===== src/rtl/arbiter_req_queue.sv =====
// arbiter_req_queue: two per-port command FIFOs that request a round-robin arbiter and forward granted words downstream.
module arbiter_req_queue #(
    parameter int DATA_W = 8,
    parameter int DEPTH  = 4
) (
    input  logic              clk,
    input  logic              reset_n,
    input  logic              in_valid_1,
    input  logic [DATA_W-1:0] in_data_1,
    output logic              in_ready_1,
    input  logic              in_valid_2,
    input  logic [DATA_W-1:0] in_data_2,
    output logic              in_ready_2,
    output logic              req_1,
    output logic              req_2,
    input  logic              grant_1,
    input  logic              grant_2,
    output logic              out_valid,
    output logic [DATA_W-1:0] out_data,
    output logic              out_src,
    output logic              proto_err
);
    localparam int AW = $clog2(DEPTH);

    typedef enum logic [1:0] {IDLE, REQ, CHECK} state_e;

    logic                   run_q;
    logic [1:0]             valid, gnt, ready, push, pop, req, in_check;
    logic [1:0][DATA_W-1:0] wdata, head;
    logic                   out_valid_q, out_src_q, proto_err_q;
    logic [DATA_W-1:0]      out_data_q;

    assign valid = {in_valid_2, in_valid_1};
    assign wdata = {in_data_2, in_data_1};
    // port 1 wins a simultaneous grant; port 2 then behaves as if it lost
    assign gnt   = {grant_2 & ~grant_1, grant_1};

    // held low for the first edge after release so no FSM leaves IDLE then
    always_ff @(posedge clk or negedge reset_n)
        if (!reset_n) run_q <= 1'b0;
        else          run_q <= 1'b1;

    for (genvar g = 0; g < 2; g++) begin : g_port
        state_e            state_q, state_d;
        logic [AW:0]       count_q;
        logic [AW-1:0]     rd_q, wr_q;
        logic [DATA_W-1:0] mem_q [DEPTH];
        logic              req_l;

        assign ready[g]    = count_q < (AW+1)'(DEPTH);
        assign push[g]     = valid[g] & ready[g];
        assign in_check[g] = state_q == CHECK;
        assign pop[g]      = in_check[g] & gnt[g];
        assign head[g]     = mem_q[rd_q];
        assign req[g]      = req_l;

        always_ff @(posedge clk or negedge reset_n)
            if (!reset_n) state_q <= IDLE;
            else          state_q <= state_d;

        always_comb begin
            state_d = IDLE;
            state_d = (state_q == IDLE)  ? ((run_q && count_q != '0) ? REQ : IDLE) :
                      (state_q == REQ)   ? CHECK :
                      (state_q == CHECK) ? ((pop[g] && count_q <= (AW+1)'(1)) ? IDLE : REQ) :
                                           IDLE;
        end

        always_comb req_l = state_q == REQ;

        always_ff @(posedge clk or negedge reset_n)
            if (!reset_n) begin
                count_q <= '0;
                rd_q    <= '0;
                wr_q    <= '0;
            end else begin
                count_q <= count_q + (AW+1)'(push[g]) - (AW+1)'(pop[g]);
                rd_q    <= rd_q + AW'(pop[g]);
                wr_q    <= wr_q + AW'(push[g]);
            end

        always_ff @(posedge clk)
            if (push[g]) mem_q[wr_q] <= wdata[g];
    end

    always_ff @(posedge clk or negedge reset_n)
        if (!reset_n) begin
            out_valid_q <= 1'b0;
            out_data_q  <= '0;
            out_src_q   <= 1'b0;
            proto_err_q <= 1'b0;
        end else begin
            out_valid_q <= |pop;
            out_data_q  <= pop[0] ? head[0] : pop[1] ? head[1] : out_data_q;
            out_src_q   <= pop[1];
            proto_err_q <= proto_err_q | (grant_1 & ~in_check[0]) |
                           (grant_2 & ~in_check[1]) | (grant_1 & grant_2);
        end

    assign in_ready_1 = ready[0];
    assign in_ready_2 = ready[1];
    assign req_1      = req[0];
    assign req_2      = req[1];
    assign out_valid  = out_valid_q;
    assign out_data   = out_data_q;
    assign out_src    = out_src_q;
    assign proto_err  = proto_err_q;
endmodule


===== config.mk =====
export PLATFORM = sky130hd
export DESIGN_NAME = arbiter_req_queue
export DESIGN_NICKNAME = d
export VERILOG_FILES = /design/src/rtl/arbiter_req_queue.sv
export SDC_FILE = /design/constraint.sdc
export NUM_CORES = 1
export LEC_CHECK = 0
export CAP_MARGIN = 40
export CELL_PAD_IN_SITES_DETAIL_PLACEMENT = 0
export CELL_PAD_IN_SITES_GLOBAL_PLACEMENT = 2
export CORE_MARGIN = 3
export CORE_UTILIZATION = 43
export DETAILED_ROUTE_END_ITERATION = 6
export PLACE_DENSITY_LB_ADDON = 0.1
export REMOVE_ABC_BUFFERS = 1
export SLEW_MARGIN = 20
export SYNTH_ARGS = -nofsm -noshare
export SYNTH_HDL_FRONTEND = slang
export SYNTH_SLANG_ARGS = --single-unit

===== constraint.sdc =====
create_clock -name clk -period 3.9 [get_ports clk]
set_input_delay 0.78 -clock clk [delete_from_list [all_inputs] [get_ports clk]]
set_output_delay 0.78 -clock clk [all_outputs]
set_load 0.005 [all_outputs]

Word level (Yosys, flattened, before mapping)
Memories as Yosys holds them, arrays and structs flattened.
Cells that the tools add are included.
- memories kept: 2
- ROM bits: 0
- input port bits: 22
- bits in latches: 0
- memory bits (writable): 64
- word-level logic and storage cells: 71
- register bits after elaboration: 30
- memory list (name ; depth ; bits a word ; rd ports ; clocked after memory_dff ; wr ports ; line ; text):
    g_port[0].mem_q ; 4 ; 8 ; 1 ; 0 ; 1 ; 47 ; logic [DATA_W-1:0] mem_q [DEPTH];
    g_port[1].mem_q ; 4 ; 8 ; 1 ; 0 ; 1 ; 47 ;
- div/mod/pow operators: 0
- multiplexer cells: 16
- bitwise operators: 14
- reductions and logical operators: 10
- multipliers: 0
- shifts and indexed selects: 0
- $lt $le $gt $ge: 4
- $add $sub $neg: 8
- equality and inequality tests: 4
- operators with widths (kind ; number):
    8-bit 2-to-1 mux ; 2
    1-bit 2-to-1 mux ; 10
    2-bit by 1-bit adder with 2-bit output ; 4
    1-bit AND ; 8
    2-bit 2-to-1 mux ; 4
    3-bit by 1-bit adder with 3-bit output ; 2
    3-bit by 1-bit less-or-equal comparator with 1-bit output, second input constant ; 2
    3-bit < comparator, second input constant ; 2
    3-bit nonzero test ; 2
    3-bit by 1-bit subtractor with 3-bit output ; 2
    2-bit by 1-bit == test with 1-bit output, second input constant ; 2
    2-bit == test, second input constant ; 2
    1-bit logical AND ; 4
    2-bit logical NOT ; 2
    1-bit NOT ; 3
    1-bit OR ; 3
    2-bit nonzero test ; 1
    2-bit OR reduction ; 1

Longest topological paths before layout
- depth in word-level cells: 8
- depth in mapped cells: 7
- mapped depth without buffers: 6

Least setup slack after synthesis
OpenSTA, ideal clock, no wires.
- path kind: input to register
- from: in grant_1
- to: reg g_port[1].count_q[2]
- data required time: 3.778 ns
- arrival time: 2.056 ns
- path slack: 1.722 ns
- stages on the path: 7
- cell sequence: nand4bb_1 > buf_2 > xnor2_1 > ha_1 > inv_1 > fa_1 > xor2_1
- cells in the longest elaborated chain, start to end: 4
- RTL lines (what ; line ; text):
    start, declared ; 16 ; input logic grant_1,
    1-bit NOT ; 36 ; assign gnt = {grant_2 & ~grant_1, grant_1};
    1-bit AND ; 36 ;
    1-bit AND ; 53 ; assign pop[g] = in_check[g] & gnt[g];
    3-bit by 1-bit subtractor with 3-bit output ; 77 ; count_q <= count_q + (AW+1)'(push[g]) - (AW+1)'(pop[g]);
    end signal, assigned ; 77 ;
    end, declared ; 45 ; logic [AW:0] count_q;
Every way passes these cells.
A chain may end at the register's enable or synchronous reset.

Worst setup path in the final report
Same ends and word-level chain as after synthesis.

==> reports/metrics.csv <==
metric,value,unit
outcome,"finished, final reports clean",
Combinational Power Share,25.8,%
HPWL Detailed,4250,um
Routed WL per cell,16.9,um
compound-gate portion of the synthesized area,1.58,%
Final ANT Viol Nets,0,
Worst Hold Class,reg2reg,
1st-iter DRT viols,81,
routed via count,1870,
worst r2r src,g_port[0].state_q[1]$_DFF_PN0_,
worst setup path start,grant_1,
final-report hold violation count,0,
leakage power,1.64,nW
Yosys reg bits,94,
Root Driver,clkbuf_8,
Synth top cells by count,"64 x edfxtp_1, 30 x dfrtp_1, 16 x mux4_2, 16 x nand2_1, 16 x nand3_1",
most numerous cell in the Yosys netlist,edfxtp_1,
I/O Pins,37,
Yosys warning total,0,
Sw Pwr,0.872,mW
min Tclk post-route,2.30,ns
number of global-route vias before repair,2040,
top cell type's share of synthesized area,51.6,%
length of routed met2 wiring,3020,um
Area Overhead vs Synth,19.0,%
"Distinct cells, synth",30,
post-CTS setup buffer count,0,
Die Height,99.0,um
Cells after Synth,215,
Layout Nets,292,
"top cells by area, synth","edfxtp_1 52%, dfrtp_1 20%, mux4_2 9.7%",
Crit Path Category,in2reg,
sequential-to-total area share from yosys stat,71.8,%
Hold Path Origin,g_port[1].state_q[0]$_DFF_PN0_,
Startpoint Class,input port,
maxcap violations,0,
post-synthesis mux area share,9.68,%
Clock power frac,23.5,%
Max clock buf depth,2,
first-pass GRT wire length,10500,um
GPL Wtd Cong,0.677,
P per Cell Area,682,nW/um2
largest net degree at the start of global routing,31,
Max Used Layer,met4,
Post-Syn Area per Cell,17.3,um2
Vias/cell,5.05,
dpl ws,1.23,ns
Num Clock Sinks,94,
CTS tree,yes,
"EDFF count, synth",64,
worst-path maximum fanout,13,
WHS Path Cells,1,
Crit. End Element,register,
Clock Skew,0.00691,ns
Metal-1 WL,2900,um
Mapped Area,3720,um2
Core Region,8300,um2
cell taking the most area after synthesis,edfxtp_1,
row count,33,
Final Cycle Share,58.9,%
"Req. time, crit path",4.15,ns
met3 WL,253,um
Slew Limit Fails,0,
max_slew headroom,54.2,%
Die Area,9810,um2
Worst-Margin Slew,0.684,ns
Synth Flop Type,edfxtp_1,
DRT Pass-1 Iters,4,
Post-CTS Hold Buffers,0,
Net Sw Frac,28.9,%
simple-gate share of the synthesized area,8.77,%
initial antenna violation count,0,
share of post-route cells with drive strength above 1,14.0,%
total track usage,14.2,%
Synth async-reset ratio,31.9,%
H-tree lvl count,3,
Worst-Skew Late Latency,0.35,ns
internal power,2.15,mW
adder-cell share of the synthesized area,3.76,%
grt total ovfl,0,
post-CTS sizing,0,
diode count,0,
Fmax,0.436,GHz
largest family of logic cells by synthesized area,multiplexers,
DRC errors left,0,
Initial Utilization,44.9,%
port bufs,36,
CP arrival,2.54,ns
Setup WS post-layout,1.60,ns
Finish-stage setup viols,0,
clock buffer count from CTS,9,
xor/xnor share of the synthesized area,2.12,%
clock-pin transition on the worst setup and hold timing paths,0.09,ns
maximum VDD drop,0.290,mV
Worst Reg-to-Reg Cells,7,
RSZ-0062 raised after global routing,no,
setup total negative slack,0,ns
drt total wl,6240,um
sequential share of power,50.7,%
Die Wd,99.0,um
==> stage by stage <==
stage                     util [%]  power, mW  hold slack (ns)  cells  instance area [um2]
final                         53.4       3.02            0.472    370                 4430
after floorplan                  -       2.01            0.425    207                 3670
after global routing          53.4       3.24            0.515    370                 4430
after global placement        50.7       2.36            0.462    354                 4210
after detailed placement      50.7       2.37            0.468    354                 4210
after CTS                     53.4       3.08            0.477    370                 4430
==> cells by family (layout without fill, tap and decap cells) <==
| logic type | after synthesis | count (layout) |
|---|---|---|
| fa+ha+maj | 10 | 10 |
| other cells | 1 | 1 |
| compound gates | 8 | 8 |
| buf+inv | 16 | 66 |
| flops | 94 | 94 |
| simple gates | 61 | 61 |
| mux | 16 | 16 |
| xor+xnor | 9 | 9 |
==> power groups by stage <==
| stage | clock (mW) | sequential, mW | combinational (mW) |
|---|---|---|---|
| 6_report | 0.710 | 1.53 | 0.779 |
| 5_1_grt | 0.780 | 1.59 | 0.875 |
| 4_1_cts | 0.731 | 1.54 | 0.804 |
| 3_5_place_dp | 0 | 1.56 | 0.803 |
| 3_3_place_gp | 0 | 1.56 | 0.800 |
| 2_1_floorplan | 0 | 1.50 | 0.514 |
==> worst paths after layout <==
path                                                  endpoint  slack (ns)
worst max register to register  g_port[0].count_q[2]$_DFF_PN0_        2.09
worst max-delay path            g_port[1].count_q[2]$_DFF_PN0_        1.60
worst min register to register  g_port[1].state_q[0]$_DFF_PN0_        0.47
worst min-delay path            g_port[1].state_q[0]$_DFF_PN0_        0.47
min in group asynchronous          g_port[1].wr_q[1]$_DFF_PN0_        0.81
max in group asynchronous                      run_q$_DFF_PN0_        2.80
==> sequential cells by signal, summed over array words and instances (netlist names) <==
register	flops
g_port.mem_q	64
out_data	8
g_port.count_q	6
g_port.rd_q	4
g_port.state_q	4
g_port.wr_q	4
out_src	1
out_valid	1
proto_err	1
run_q	1
==> critical path: stages <==
cell and delay, ns:
clkdlybuf4s50_1 0.46, nand4bb_1 0.21, buf_4 0.20, xnor2_1 0.15, ha_1 0.16, inv_1 0.05, fa_1 0.37, xor2_1 0.17
==> cells in the final DEF, fill, tap and decap left out, types with 4 or more instances in the layout <==
cell	n
buf_4	6
clkbuf_8	9
clkdlybuf4s50_1	36
dfrtp_1	30
edfxtp_1	64
ha_1	8
inv_1	8
mux4_2	16
nand2_1	16
nand2b_1	9
nand3_1	16
nor2_1	4
nor2b_1	4
xnor2_1	5
xor2_1	4
==> per-layer routing <==
layer	up-vias	GRT usage (%)
met1	940	19.7
met4	0	4.73
met3	6	4.18
li1	888	-
met2	36	21.7
met5	-	0
==> layout make-up <==
type	instances	area, um2
fillers	671	3870
repair buffers	42	405
clock inverters	6	93.8
flip-flops and latches	94	2670
clock buffers	10	128
multi-input cells	105	968
well taps	105	131
inverters	8	30.0
Note: power is estimated with default switching activity, not from simulation.
